**src/rtl/mc_ctrl_pkg.sv**
```systemverilog
// Shared types and encodings for the multi-cycle RISC-V controller.
// State, opcode, ALU, immediate and mux-select codes live here.
package mc_ctrl_pkg;

  typedef enum logic [3:0] {
    S_FETCH,
    S_DECODE,
    S_MEMADR,
    S_MEMREAD,
    S_MEMWB,
    S_MEMWRITE,
    S_EXE_R,
    S_EXE_I,
    S_ALUWB,
    S_BRANCH,
    S_JAL,
    S_JALR,
    S_LUI
  } state_e;

  typedef enum logic [1:0] {
    ALUOP_ADD,
    ALUOP_SUB,
    ALUOP_RTYPE,
    ALUOP_ITYPE
  } aluop_e;

  localparam logic [6:0] OP_LOAD   = 7'b0000011;
  localparam logic [6:0] OP_STORE  = 7'b0100011;
  localparam logic [6:0] OP_RTYPE  = 7'b0110011;
  localparam logic [6:0] OP_ITYPE  = 7'b0010011;
  localparam logic [6:0] OP_BRANCH = 7'b1100011;
  localparam logic [6:0] OP_JAL    = 7'b1101111;
  localparam logic [6:0] OP_JALR   = 7'b1100111;
  localparam logic [6:0] OP_LUI    = 7'b0110111;

  localparam logic [2:0] ALU_ADD = 3'b000;
  localparam logic [2:0] ALU_SUB = 3'b001;
  localparam logic [2:0] ALU_AND = 3'b010;
  localparam logic [2:0] ALU_OR  = 3'b011;
  localparam logic [2:0] ALU_SLT = 3'b100;
  localparam logic [2:0] ALU_XOR = 3'b101;

  localparam logic [2:0] IMM_I = 3'd0;
  localparam logic [2:0] IMM_S = 3'd1;
  localparam logic [2:0] IMM_B = 3'd2;
  localparam logic [2:0] IMM_J = 3'd3;
  localparam logic [2:0] IMM_U = 3'd4;

  localparam logic ADR_PC     = 1'b0;
  localparam logic ADR_RESULT = 1'b1;

  localparam logic [1:0] SRCA_PC    = 2'd0;
  localparam logic [1:0] SRCA_OLDPC = 2'd1;
  localparam logic [1:0] SRCA_RD1   = 2'd2;

  localparam logic [1:0] SRCB_RD2  = 2'd0;
  localparam logic [1:0] SRCB_IMM  = 2'd1;
  localparam logic [1:0] SRCB_FOUR = 2'd2;

  localparam logic [1:0] RES_ALUOUT    = 2'd0;
  localparam logic [1:0] RES_DATA      = 2'd1;
  localparam logic [1:0] RES_ALURESULT = 2'd2;
  localparam logic [1:0] RES_IMM       = 2'd3;

  typedef struct packed {
    logic       pc_write;
    logic       ir_write;
    logic       mem_write;
    logic       reg_write;
    logic       adr_src;
    logic [1:0] alu_src_a;
    logic [1:0] alu_src_b;
    logic [1:0] result_src;
    logic [2:0] imm_src;
    logic       instr_done;
    logic       illegal;
  } ctrl_t;

  function automatic logic [2:0] decode_imm(
    input logic [6:0] op
  );
    return (op == OP_JAL) ? IMM_J : IMM_B;
  endfunction

endpackage

```
**src/rtl/mc_controller_alu_decoder.sv**
```systemverilog
// Maps the ALU-op class plus funct3/funct7b5 onto an ALUControl code.
// Only R-type honours funct7b5 to turn add into sub.
module alu_decoder
  import mc_ctrl_pkg::*;
(
  input  aluop_e     aluop,
  input  logic [2:0] funct3,
  input  logic       funct7b5,
  output logic [2:0] alu_control
);

  logic is_sub;

  always_comb begin
    is_sub      = (aluop == ALUOP_RTYPE) && funct7b5;
    alu_control = ALU_ADD;
    unique case (aluop)
      ALUOP_ADD: alu_control = ALU_ADD;
      ALUOP_SUB: alu_control = ALU_SUB;
      default: begin
        unique case (funct3)
          3'b000:  alu_control = is_sub ? ALU_SUB
                                        : ALU_ADD;
          3'b010:  alu_control = ALU_SLT;
          3'b100:  alu_control = ALU_XOR;
          3'b110:  alu_control = ALU_OR;
          3'b111:  alu_control = ALU_AND;
          default: alu_control = ALU_ADD;
        endcase
      end
    endcase
  end

endmodule

```
**src/rtl/mc_controller.sv**
```systemverilog
// Multi-cycle RISC-V main controller: sequences fetch, decode,
// execute, memory and write-back and drives the datapath selects.
module mc_controller
  import mc_ctrl_pkg::*;
(
  input  logic       clk,
  input  logic       rst,
  input  logic [6:0] op,
  input  logic [2:0] funct3,
  input  logic       funct7b5,
  input  logic       zero,
  input  logic       neg,
  input  logic       mem_ready,
  output logic       PCWrite,
  output logic       IRWrite,
  output logic       MemWrite,
  output logic       RegWrite,
  output logic       AdrSrc,
  output logic [1:0] ALUSrcA,
  output logic [1:0] ALUSrcB,
  output logic [1:0] ResultSrc,
  output logic [2:0] ALUControl,
  output logic [2:0] ImmSrc,
  output logic       instr_done,
  output logic       illegal
);

  state_e state_q, state_d;
  ctrl_t  ctl;
  aluop_e aluop;
  logic   take;

  always_ff @(posedge clk) begin
    if (rst) state_q <= S_FETCH;
    else     state_q <= state_d;
  end

  always_comb begin
    unique case (funct3)
      3'b000:  take = zero;
      3'b001:  take = ~zero;
      3'b100:  take = neg;
      3'b101:  take = ~neg;
      default: take = 1'b0;
    endcase
  end

  always_comb begin
    ctl     = '0;
    aluop   = ALUOP_ADD;
    state_d = state_q;
    case (state_q)
      S_FETCH: begin
        ctl.adr_src    = ADR_PC;
        ctl.alu_src_a  = SRCA_PC;
        ctl.alu_src_b  = SRCB_FOUR;
        ctl.result_src = RES_ALURESULT;
        ctl.ir_write   = mem_ready;
        ctl.pc_write   = mem_ready;
        state_d = mem_ready ? S_DECODE : S_FETCH;
      end
      S_DECODE: begin
        ctl.alu_src_a = SRCA_OLDPC;
        ctl.alu_src_b = SRCB_IMM;
        ctl.imm_src   = decode_imm(op);
        case (op)
          OP_LOAD, OP_STORE: state_d = S_MEMADR;
          OP_RTYPE:  state_d = S_EXE_R;
          OP_ITYPE:  state_d = S_EXE_I;
          OP_BRANCH: state_d = S_BRANCH;
          OP_JAL:    state_d = S_JAL;
          OP_JALR:   state_d = S_JALR;
          OP_LUI:    state_d = S_LUI;
          default: begin
            ctl.illegal = 1'b1;
            state_d     = S_FETCH;
          end
        endcase
      end
      S_MEMADR: begin
        ctl.alu_src_a = SRCA_RD1;
        ctl.alu_src_b = SRCB_IMM;
        ctl.imm_src   = (op == OP_STORE) ? IMM_S
                                         : IMM_I;
        state_d = (op == OP_STORE) ? S_MEMWRITE
                                   : S_MEMREAD;
      end
      S_MEMREAD: begin
        ctl.adr_src    = ADR_RESULT;
        ctl.result_src = RES_ALUOUT;
        state_d = mem_ready ? S_MEMWB : S_MEMREAD;
      end
      S_MEMWB: begin
        ctl.result_src = RES_DATA;
        ctl.reg_write  = 1'b1;
        ctl.instr_done = 1'b1;
        state_d = S_FETCH;
      end
      S_MEMWRITE: begin
        ctl.adr_src    = ADR_RESULT;
        ctl.result_src = RES_ALUOUT;
        ctl.mem_write  = mem_ready;
        ctl.instr_done = mem_ready;
        state_d = mem_ready ? S_FETCH : S_MEMWRITE;
      end
      S_EXE_R: begin
        ctl.alu_src_a = SRCA_RD1;
        ctl.alu_src_b = SRCB_RD2;
        aluop   = ALUOP_RTYPE;
        state_d = S_ALUWB;
      end
      S_EXE_I: begin
        ctl.alu_src_a = SRCA_RD1;
        ctl.alu_src_b = SRCB_IMM;
        ctl.imm_src   = IMM_I;
        aluop   = ALUOP_ITYPE;
        state_d = S_ALUWB;
      end
      S_ALUWB: begin
        ctl.result_src = RES_ALUOUT;
        ctl.reg_write  = 1'b1;
        ctl.instr_done = 1'b1;
        state_d = S_FETCH;
      end
      S_BRANCH: begin
        ctl.alu_src_a  = SRCA_RD1;
        ctl.alu_src_b  = SRCB_RD2;
        ctl.result_src = RES_ALUOUT;
        ctl.pc_write   = take;
        ctl.instr_done = 1'b1;
        aluop   = ALUOP_SUB;
        state_d = S_FETCH;
      end
      S_JALR: begin
        ctl.alu_src_a = SRCA_RD1;
        ctl.alu_src_b = SRCB_IMM;
        ctl.imm_src   = IMM_I;
        state_d = S_JAL;
      end
      S_JAL: begin
        ctl.alu_src_a  = SRCA_OLDPC;
        ctl.alu_src_b  = SRCB_FOUR;
        ctl.result_src = RES_ALUOUT;
        ctl.pc_write   = 1'b1;
        state_d = S_ALUWB;
      end
      S_LUI: begin
        ctl.imm_src    = IMM_U;
        ctl.result_src = RES_IMM;
        ctl.reg_write  = 1'b1;
        ctl.instr_done = 1'b1;
        state_d = S_FETCH;
      end
      default: state_d = S_FETCH;
    endcase
  end

  alu_decoder u_alu_dec (
    .aluop       (aluop),
    .funct3      (funct3),
    .funct7b5    (funct7b5),
    .alu_control (ALUControl)
  );

  // Reset suppresses every side effect in the same cycle.
  assign PCWrite    = ctl.pc_write   & ~rst;
  assign IRWrite    = ctl.ir_write   & ~rst;
  assign MemWrite   = ctl.mem_write  & ~rst;
  assign RegWrite   = ctl.reg_write  & ~rst;
  assign instr_done = ctl.instr_done & ~rst;
  assign illegal    = ctl.illegal    & ~rst;
  assign AdrSrc     = ctl.adr_src;
  assign ALUSrcA    = ctl.alu_src_a;
  assign ALUSrcB    = ctl.alu_src_b;
  assign ResultSrc  = ctl.result_src;
  assign ImmSrc     = ctl.imm_src;

endmodule

```
**config.mk**
```make
export PLATFORM = sky130hd
export DESIGN_NAME = mc_controller
export DESIGN_NICKNAME = d
export VERILOG_FILES = /design/src/rtl/mc_ctrl_pkg.sv /design/src/rtl/mc_controller_alu_decoder.sv /design/src/rtl/mc_controller.sv
export SDC_FILE = /design/constraint.sdc
export NUM_CORES = 1
export LEC_CHECK = 0
export ABC_CLOCK_PERIOD_IN_PS = 2250
export BUFFER_PORTS_ARGS = -buffer_cell sky130_fd_sc_hd__clkbuf_2
export CORE_MARGIN = 1.5
export CORE_UTILIZATION = 45
export DETAILED_ROUTE_END_ITERATION = 7
export PLACE_DENSITY = 0.85
export SYNTH_ARGS = -nofsm -noshare
export SYNTH_HDL_FRONTEND = slang
export SYNTH_HIERARCHICAL = 1
export SYNTH_SLANG_ARGS = --single-unit
```
**constraint.sdc**
```tcl
create_clock -name clk -period 2.25 [get_ports clk]
set_clock_uncertainty 0.15 [all_clocks]
set_input_delay 0.45 -clock clk [delete_from_list [all_inputs] [get_ports clk]]
set_output_delay 0.45 -clock clk [all_outputs]
set_load 0.05 [all_outputs]
```
==> impl_metrics.py, run 1 <==
metrics = {
    "logic_synthesis": {
        "synthCells": 107,
        "ys_types": 49,
        "syn_area_um2": 749,
        "ys_seq_area_share_pct": 10.7,
        "synth.avg_cell_area_um2": 7.00,
        "synth.area.top_cells": "dfxtp_1, nor2b_1, nand2b_1",
        "syn_nets": 123,
        "synth_ff_type": "dfxtp_1",
        "synth_edf_count": 0,
        "async_reset_ff_share_pct": 0,
        "synth_largest_area_cell": "dfxtp_1",
        "yosys_warnings": 6,
        "yosysTopAreaCellShare_pct": 10.7,
        "ys_ff_latch": 4,
    },
    "clocking": {
        "cts_sinks": 4,
        "clk_pin_slew_ns": 0.04,
        "clock_tree.root_cell": "clkbuf_4",
        "holdBufCountCts": 0,
        "numCtsBuffers": 3,
        "cts_tree": "yes",
        "clock_latency_ns": 0.24,
        "h-tree-depth": 1,
        "cts_buffer_depth": 2,
    },
    "sta": {
        "setup_slack_ns": -0.118,
        "min_period_over_period_pct": 105,
        "worst_slew_pin_slew_ns": 0.410,
        "fin_crit_ns": 2.37,
        "slew-limit-headroom_pct": 72.5,
        "rsz0062_at_grt": "true",
        "slew_violations": 0,
        "fmax_mhz": 422,
        "finalSetupViolCount": 4,
        "hold_viol": 0,
    },
    "power_and_ir_drop": {
        "p_int_mw": 0.190,
        "p_sw_share_pct": 40.2,
        "leakagePower_nw": 0.564,
        "total_power_mw": 0.318,
        "power.density_mw_per_mm2": 249,
        "p_clk_share_pct": 29.3,
        "vdd_ir_drop_max_mv": 0.229,
        "comb_power_share_pct": 47.6,
        "power_frac_seq_pct": 23.1,
        "switchingPower_mw": 0.128,
    },
    "floorplanning": {
        "die_h_um": 43.8,
        "die-width_um": 43.8,
        "die-area_mm2": 0.00192,
        "core_mm2": 0.00152,
        "io_pins": 35,
        "rows": 14,
        "initial_core_util_pct": 49.2,
    },
    "place": {
        "hpwl_um": 2000,
        "gp_congestion": 0.856,
        "portBuffers": 34,
    },
    "global_routing": {
        "antenna_found_initial": 0,
        "grt_overflow": 0,
        "first_global_vias": 1077,
        "grt_max_degree": 10,
        "grt_pass1_wl_um": 4750,
        "grt_usage_pct": 32.9,
    },
    "critical_path": {
        "crit_type": "in -> out",
        "slowest_delay_ns": 0.51,
        "worst-path-max-fanout": 2,
        "slowest_stage": "or4b_4",
        "path_cells": "clkbuf_2 -> mux2i_1 -> xor2_1 -> or4b_4 -> a21oi_4 -> clkbuf_8",
        "arrival_ns": 1.77,
        "cp-end-kind": "output pin",
        "path_delay_family": "simple AND/OR/NAND/NOR gates",
        "worstPathRequired_ns": 1.65,
        "cp_num_buf_inv": 2,
        "start_kind": "input port",
    },
    "route": {
        "ant_nets": 0,
        "drtPass1Iterations": 4,
        "wl_per_cell_um": 17.7,
        "wl_um": 3050,
        "vias_per_cell": 6.20,
        "drc_errors": 0,
        "num_vias": 1066,
        "drt-initial-drc-count": 27,
    },
    "finish": {
        "largest_reg_flops": 4,
        "drive_gt1_share_pct": 55.1,
        "largestRegisters": "state_q x4",
        "post-route-util_pct": 83.7,
        "finalNetCount": 174,
        "top_register": "state_q",
        "syn_to_final_growth_pct": 70.3,
        "n_antenna_cell": 0,
    },
    "flow_run": {
        "drv_cap": 0,
    },
    "run_status": {
        "violations": "negative setup slack",
        "status": "complete, but fails checks",
    },
    "worst_hold_path": {
        "hold_path_class": "in -> reg",
    },
}
==> logic make-up (layout without fill, tap and decap cells) <==
kind of cell / count (synthesis) / count (layout) / share of synthesized area, %
multiplexers: 3 / 3 / 4.17
flip-flops: 4 / 4 / 10.7
XOR/XNOR: 3 / 3 / 3.51
AND/OR/NAND/NOR: 59 / 59 / 50.3
AO/OA/AOI/OAI: 25 / 25 / 22.9
buffers and inverters: 13 / 62 / 8.51
==> cell usage in the layout, fill, tap and decap left out, drive strengths merged, types with 2 or more instances in the layout <==
| cell | instances |
|---|---|
| nor2 | 7 |
| clkbuf | 30 |
| nor4 | 5 |
| nand3 | 4 |
| inv | 4 |
| xor2 | 2 |
| buf | 28 |
| nor4b | 2 |
| and2 | 2 |
| and3 | 2 |
| dfxtp | 4 |
| a21oi | 6 |
| nor2b | 8 |
| nand2b | 6 |
| a211oi | 2 |
| nor3b | 2 |
| o21ai | 5 |
| or4b | 2 |
| a211o | 2 |
| and2b | 2 |
| nand4b | 2 |
| o21a | 2 |
| nor3 | 3 |
| mux2i | 2 |
| nand2 | 7 |
==> worst paths after layout <==
kind              slack [ns]  cells past startpoint        from    endpoint
setup / recovery       -0.12                      6   funct3[2]     PCWrite
hold / removal          0.43                      4       op[3]  state_q[0]
setup reg to reg        0.23                      7  state_q[3]  state_q[2]
hold reg to reg         0.54                      2  state_q[2]  state_q[3]
==> cells in the mapped netlist, types with 2 or more instances <==
cell type / instances
nand2b_1: 6
o21ai_1: 2
nor3_1: 2
nand2_1: 7
and2_1: 2
o21ai_0: 3
nor4b_1: 2
a211oi_1: 2
xor2_1: 2
mux2i_1: 2
nor4_1: 5
o21a_1: 2
nand4b_1: 2
buf_2: 3
nor2b_1: 8
a211o_1: 2
and2b_1: 2
inv_1: 4
clkbuf_1: 3
dfxtp_1: 4
nor2_1: 7
a21oi_1: 5
nand3_1: 4
==> worst min-delay path, cell delays in order <==
cell	delay (ns)
clkbuf_2	0.14
nor3_2	0.07
nand2_1	0.06
a21oi_1	0.06
==> per-layer routing <==
metal / vias to the layer above / GRT usage [%] / part of all wire, %
li1: 493 / - / -
met1: 500 / 32.0 / 35
met2: 59 / 65.3 / 56
met3: 14 / 7.08 / 5.6
met4: 0 / 12.7 / 3.7
met5: - / 0 / 0
==> final cells by class <==
class | count | area (µm²)
inverter | 4 | 17.5
clock buffer | 3 | 22.5
multi-input combinational | 90 | 722
timing repair buffer | 55 | 404
sequential | 4 | 90.1
tap | 16 | 20.0
fill | 89 | 248
==> stage by stage <==
stage | setup TNS, ns | hold WS [ns] | instance area [µm²] | setup WS [ns] | std cells
3_3_place_gp | -0.0962 | 0.572 | 1140 | -0.0962 | 167
5_1_grt | -0.519 | 0.450 | 1280 | -0.146 | 172
2_1_floorplan | -0.365 | 0.469 | 826 | -0.231 | 107
3_5_place_dp | -0.162 | 0.574 | 1140 | -0.162 | 167
4_1_cts | -0.172 | 0.430 | 1250 | -0.0697 | 172
6_report | -0.337 | 0.427 | 1280 | -0.118 | 172
==> power groups by stage <==
| stage | Combinational, mW | Clock (mW) | Sequential (mW) |
|---|---|---|---|
| floorplan | 0.0890 | 0 | 0.0741 |
| finish | 0.151 | 0.0930 | 0.0733 |
| global route | 0.159 | 0.103 | 0.0733 |
| CTS | 0.145 | 0.0917 | 0.0727 |
| global placement | 0.130 | 0 | 0.0761 |
| detailed placement | 0.136 | 0 | 0.0760 |
==> repair_timing <==
item                                    in CTS  in global routing
pin swaps                                    4                  1
resized for setup                           21                 18
endpoints found under the setup margin       9                 13
setup buffers                                2                  0
No activity file was read; power rests on OpenSTA's default activity.
==> inputs of run 2 (changes only) <==
--- a/config.mk
+++ b/config.mk
@@ -5,10 +5,11 @@
 export SDC_FILE = /design/constraint.sdc
 export NUM_CORES = 1
 export LEC_CHECK = 0
-export ABC_CLOCK_PERIOD_IN_PS = 2250
+export ABC_CLOCK_PERIOD_IN_PS = 1990
 export BUFFER_PORTS_ARGS = -buffer_cell sky130_fd_sc_hd__clkbuf_2
 export CORE_MARGIN = 1.5
-export CORE_UTILIZATION = 45
+export CORE_UTILIZATION = 43
+export CTS_BUF_LIST = sky130_fd_sc_hd__clkbuf_8
 export DETAILED_ROUTE_END_ITERATION = 7
 export PLACE_DENSITY = 0.85
 export SYNTH_ARGS = -nofsm -noshare
==> constraint.sdc (replaced) <==
create_clock -name clk -period 1.99 [get_ports clk]
set_clock_uncertainty 0.15 [all_clocks]
set_input_delay 0.398 -clock clk [delete_from_list [all_inputs] [get_ports clk]]
set_output_delay 0.398 -clock clk [all_outputs]
set_load 0.05 [all_outputs]
==> impl_metrics.py, run 2 <==
metrics = {
    "clocking": {
        "cts_sinks": 4,
        "numCtsBuffers": 3,
        "post_cts_buffers": 2,
        "holdBufCountCts": 0,
        "cts_resized": 39,
        "clock_tree.root_cell": "clkbuf_8",
        "cts_buffer_depth": 2,
        "h-tree-depth": 1,
    },
    "logic_synthesis": {
        "ys_seq_area_share_pct": 10.7,
        "yosysTopAreaCellShare_pct": 10.7,
        "ys_ff_latch": 4,
        "yosysMostFrequentCell": "nor2b_1",
        "synthTopCellsByCount": "nor2b_1, nand2_1, nor2_1",
        "synthCells": 107,
        "synth.area.top_cells": "dfxtp_1, nor2b_1, nand2b_1",
        "synth_largest_area_cell": "dfxtp_1",
        "yosys_warnings": 6,
        "synth.avg_cell_area_um2": 7.00,
        "syn_area_um2": 749,
        "ys_types": 49,
        "synth_ff_type": "dfxtp_1",
        "syn_nets": 123,
        "async_reset_ff_share_pct": 0,
        "synth_edf_count": 0,
    },
    "floorplanning": {
        "initial_core_util_pct": 47.5,
        "rows": 14,
        "io_pins": 35,
        "die-width_um": 44.8,
        "die_h_um": 44.8,
    },
    "place": {
        "hpwl_um": 2310,
        "gp_congestion": 0.879,
        "portBuffers": 34,
        "place_area_mm2": 0.00136,
    },
    "run_status": {
        "firstError": "[ERROR DPL-0033] detailed placement checks failed during check placement.",
        "lastStage": "clock tree synthesis (4_1_cts)",
        "status": "stopped before the end",
    },
}
## run 2: through the flow
step,worst slack [ns],std cells,hold WS [ns]
3_3_place_gp,-0.265,182,0.533
2_1_floorplan,-0.157,107,0.417
3_5_place_dp,-0.297,182,0.548
## run 2: logic make-up after synthesis
| logic type | share of synthesized area [%] |
|---|---|
| buffers and inverters | 8.51 |
| xor gates and xnor gates | 3.51 |
| AOI/OAI and AO/OA | 22.9 |
| muxes | 4.17 |
| DFF | 10.7 |
| and+or+nand+nor | 50.3 |
==> inputs of run 3 (changes only) <==
--- a/config.mk
+++ b/config.mk
@@ -5,13 +5,12 @@
 export SDC_FILE = /design/constraint.sdc
 export NUM_CORES = 1
 export LEC_CHECK = 0
-export ABC_CLOCK_PERIOD_IN_PS = 1990
+export ABC_CLOCK_PERIOD_IN_PS = 2600
 export BUFFER_PORTS_ARGS = -buffer_cell sky130_fd_sc_hd__clkbuf_2
-export CORE_MARGIN = 1.5
-export CORE_UTILIZATION = 43
-export CTS_BUF_LIST = sky130_fd_sc_hd__clkbuf_8
+export CORE_AREA = 2 2 63 65
 export DETAILED_ROUTE_END_ITERATION = 7
-export PLACE_DENSITY = 0.85
+export DIE_AREA = 0 0 65 67
+export PLACE_DENSITY_LB_ADDON = 0.15
 export SYNTH_ARGS = -nofsm -noshare
 export SYNTH_HDL_FRONTEND = slang
 export SYNTH_HIERARCHICAL = 1
==> constraint.sdc (replaced) <==
create_clock -name clk -period 2.6 [get_ports clk]
set_clock_uncertainty 0.15 [all_clocks]
set_input_delay 0.52 -clock clk [delete_from_list [all_inputs] [get_ports clk]]
set_output_delay 0.52 -clock clk [all_outputs]
set_load 0.05 [all_outputs]
==> impl_metrics.py, run 3 (synthesized netlist as in run 1, its figures left out) <==
metrics = {
    "route": {
        "drtPass1Iterations": 4,
        "ant_nets": 0,
        "vias_per_cell": 4.71,
        "num_vias": 905,
        "wl_um": 2220,
        "drc_errors": 0,
        "drt-initial-drc-count": 18,
        "wl_per_cell_um": 11.5,
    },
    "finish": {
        "syn_to_final_growth_pct": 44.2,
        "mostFrequentLayoutCells": "clkbuf_2, buf_4, nor2b_1, nand2_1, nor2_1",
        "fillCellCount": 395,
        "n_antenna_cell": 0,
        "finalNetCount": 162,
        "top_register": "state_q",
        "ff_latch_area_um2": 81.3,
        "largest_reg_flops": 4,
        "layout_commonest_cell": "clkbuf_2",
        "largestRegisters": "state_q x4",
        "drive_gt1_share_pct": 41.7,
        "multi_input_area_um2": 646,
    },
    "floorplanning": {
        "rows": 22,
        "die-area_mm2": 0.00436,
        "initial_core_util_pct": 20.8,
        "die-width_um": 65,
        "core_mm2": 0.00361,
        "io_pins": 35,
        "die_h_um": 67,
    },
    "worst_hold_path": {
        "hp-start": "rst",
        "hold_path_end": "state_q[3]",
        "hold_path_class": "in -> reg",
        "min_path_cells": 2,
    },
    "place": {
        "gp_congestion": 0.716,
        "hpwl_um": 1830,
        "portBuffers": 34,
    },
    "critical_path": {
        "rr_startpoint": "state_q[1]",
        "reg2reg_depth": 5,
        "arrival_ns": 1.82,
        "r2r_slack_ns": 0.88,
        "worstPathRequired_ns": 1.93,
        "path_delay_family": "simple AND/OR/NAND/NOR gates",
        "cp-end-kind": "output pin",
        "slowest_delay_ns": 0.48,
        "crit_type": "in -> out",
        "r2r_end": "state_q[2]",
        "slowest_stage": "or4b_1",
        "path_cells": "clkbuf_2 -> mux2i_1 -> xor2_1 -> or4b_1 -> a21oi_2 -> buf_2",
        "cp_num_buf_inv": 2,
        "start_kind": "input port",
        "worst-path-max-fanout": 4,
    },
    "global_routing": {
        "grt_pass1_wl_um": 3840,
        "grt_usage_pct": 11.0,
        "grt_max_degree": 14,
        "first_global_vias": 913,
        "antenna_found_initial": 0,
        "grt_overflow": 0,
    },
    "power_and_ir_drop": {
        "vdd_ir_drop_max_mv": 0.0993,
        "leakagePower_nw": 0.485,
        "power.density_mw_per_mm2": 278,
    },
    "sta": {
        "hold_viol": 0,
        "min_period_over_period_pct": 95.7,
        "setup_tns_ns": 0,
        "worst_slew_pin_slew_ns": 0.393,
        "rsz0062_at_grt": "false",
        "fin_crit_ns": 2.49,
        "fmax_mhz": 402,
        "whs_ns": 0.489,
        "finalSetupViolCount": 0,
        "slew_violations": 0,
        "slew-limit-headroom_pct": 73.4,
    },
    "clocking": {
        "cts_buffer_depth": 2,
        "holdBufCountCts": 0,
        "numCtsBuffers": 3,
        "clk_pin_slew_ns": 0.03,
        "clock_latency_ns": 0.22,
        "clock_tree.root_cell": "clkbuf_8",
        "cts_sinks": 4,
        "cts_tree": "yes",
        "h-tree-depth": 1,
    },
    "run_status": {
        "status": "finished, final reports clean",
    },
    "flow_run": {
        "drv_cap": 0,
    },
}
## run 3: repair_timing
action	4_1_cts	5_1_grt
buffers inserted	0	0
gates resized for setup	0	2
endpoints found under the setup margin	0	3
## run 3: routing by layer
metal	GRT usage (%)	up-vias	part of all wire, %	wire length, µm
met1	14.1	419	46	1020
met2	18.8	21	50	1110
met3	1.69	0	3.7	83
met5	0	-	0	0
li1	-	465	-	-
met4	3.19	0	0	0
## run 3: worst max path at each step
stage                           from             to  slack [ns]  cells after the start
final                      funct3[2]        PCWrite        0.11                      6
after global placement     funct3[2]        PCWrite        0.12                      6
after detailed placement   funct3[2]        PCWrite        0.08                      6
after global routing      state_q[2]  ALUControl[0]       0.007                      7
after CTS                 state_q[3]  ALUControl[0]       0.006                      8
after floorplan           state_q[1]        illegal        0.05                      3
## run 3: layout make-up
class / count / share of cell area (%)
multi-input cells: 90 / 59.7
repair buffers: 43 / 22.0
flip-flops and latches: 4 / 7.52
well taps: 48 / 5.56
clock buffers: 3 / 3.82
inverters: 4 / 1.39
## run 3: per-stage QoR
stage	worst slack, ns	util [%]	std cells	cell area (µm²)	total power [mW]
finish	0.111	30.0	192	1080	0.301
global route	0.00688	30.0	192	1080	0.320
CTS	0.00609	29.9	192	1080	0.304
detailed placement	0.0804	28.8	189	1040	0.172
global placement	0.116	28.8	189	1040	0.171
floorplan	0.0494	-	107	790	0.138
## run 3: power breakdown
part	leakage [nW]	switching (mW)	internal, mW
Clock	0.0216	0.0316	0.0986
Combinational	0.431	0.0681	0.0381
Sequential	0.0330	0.00115	0.0630
Total	0.485	0.101	0.200
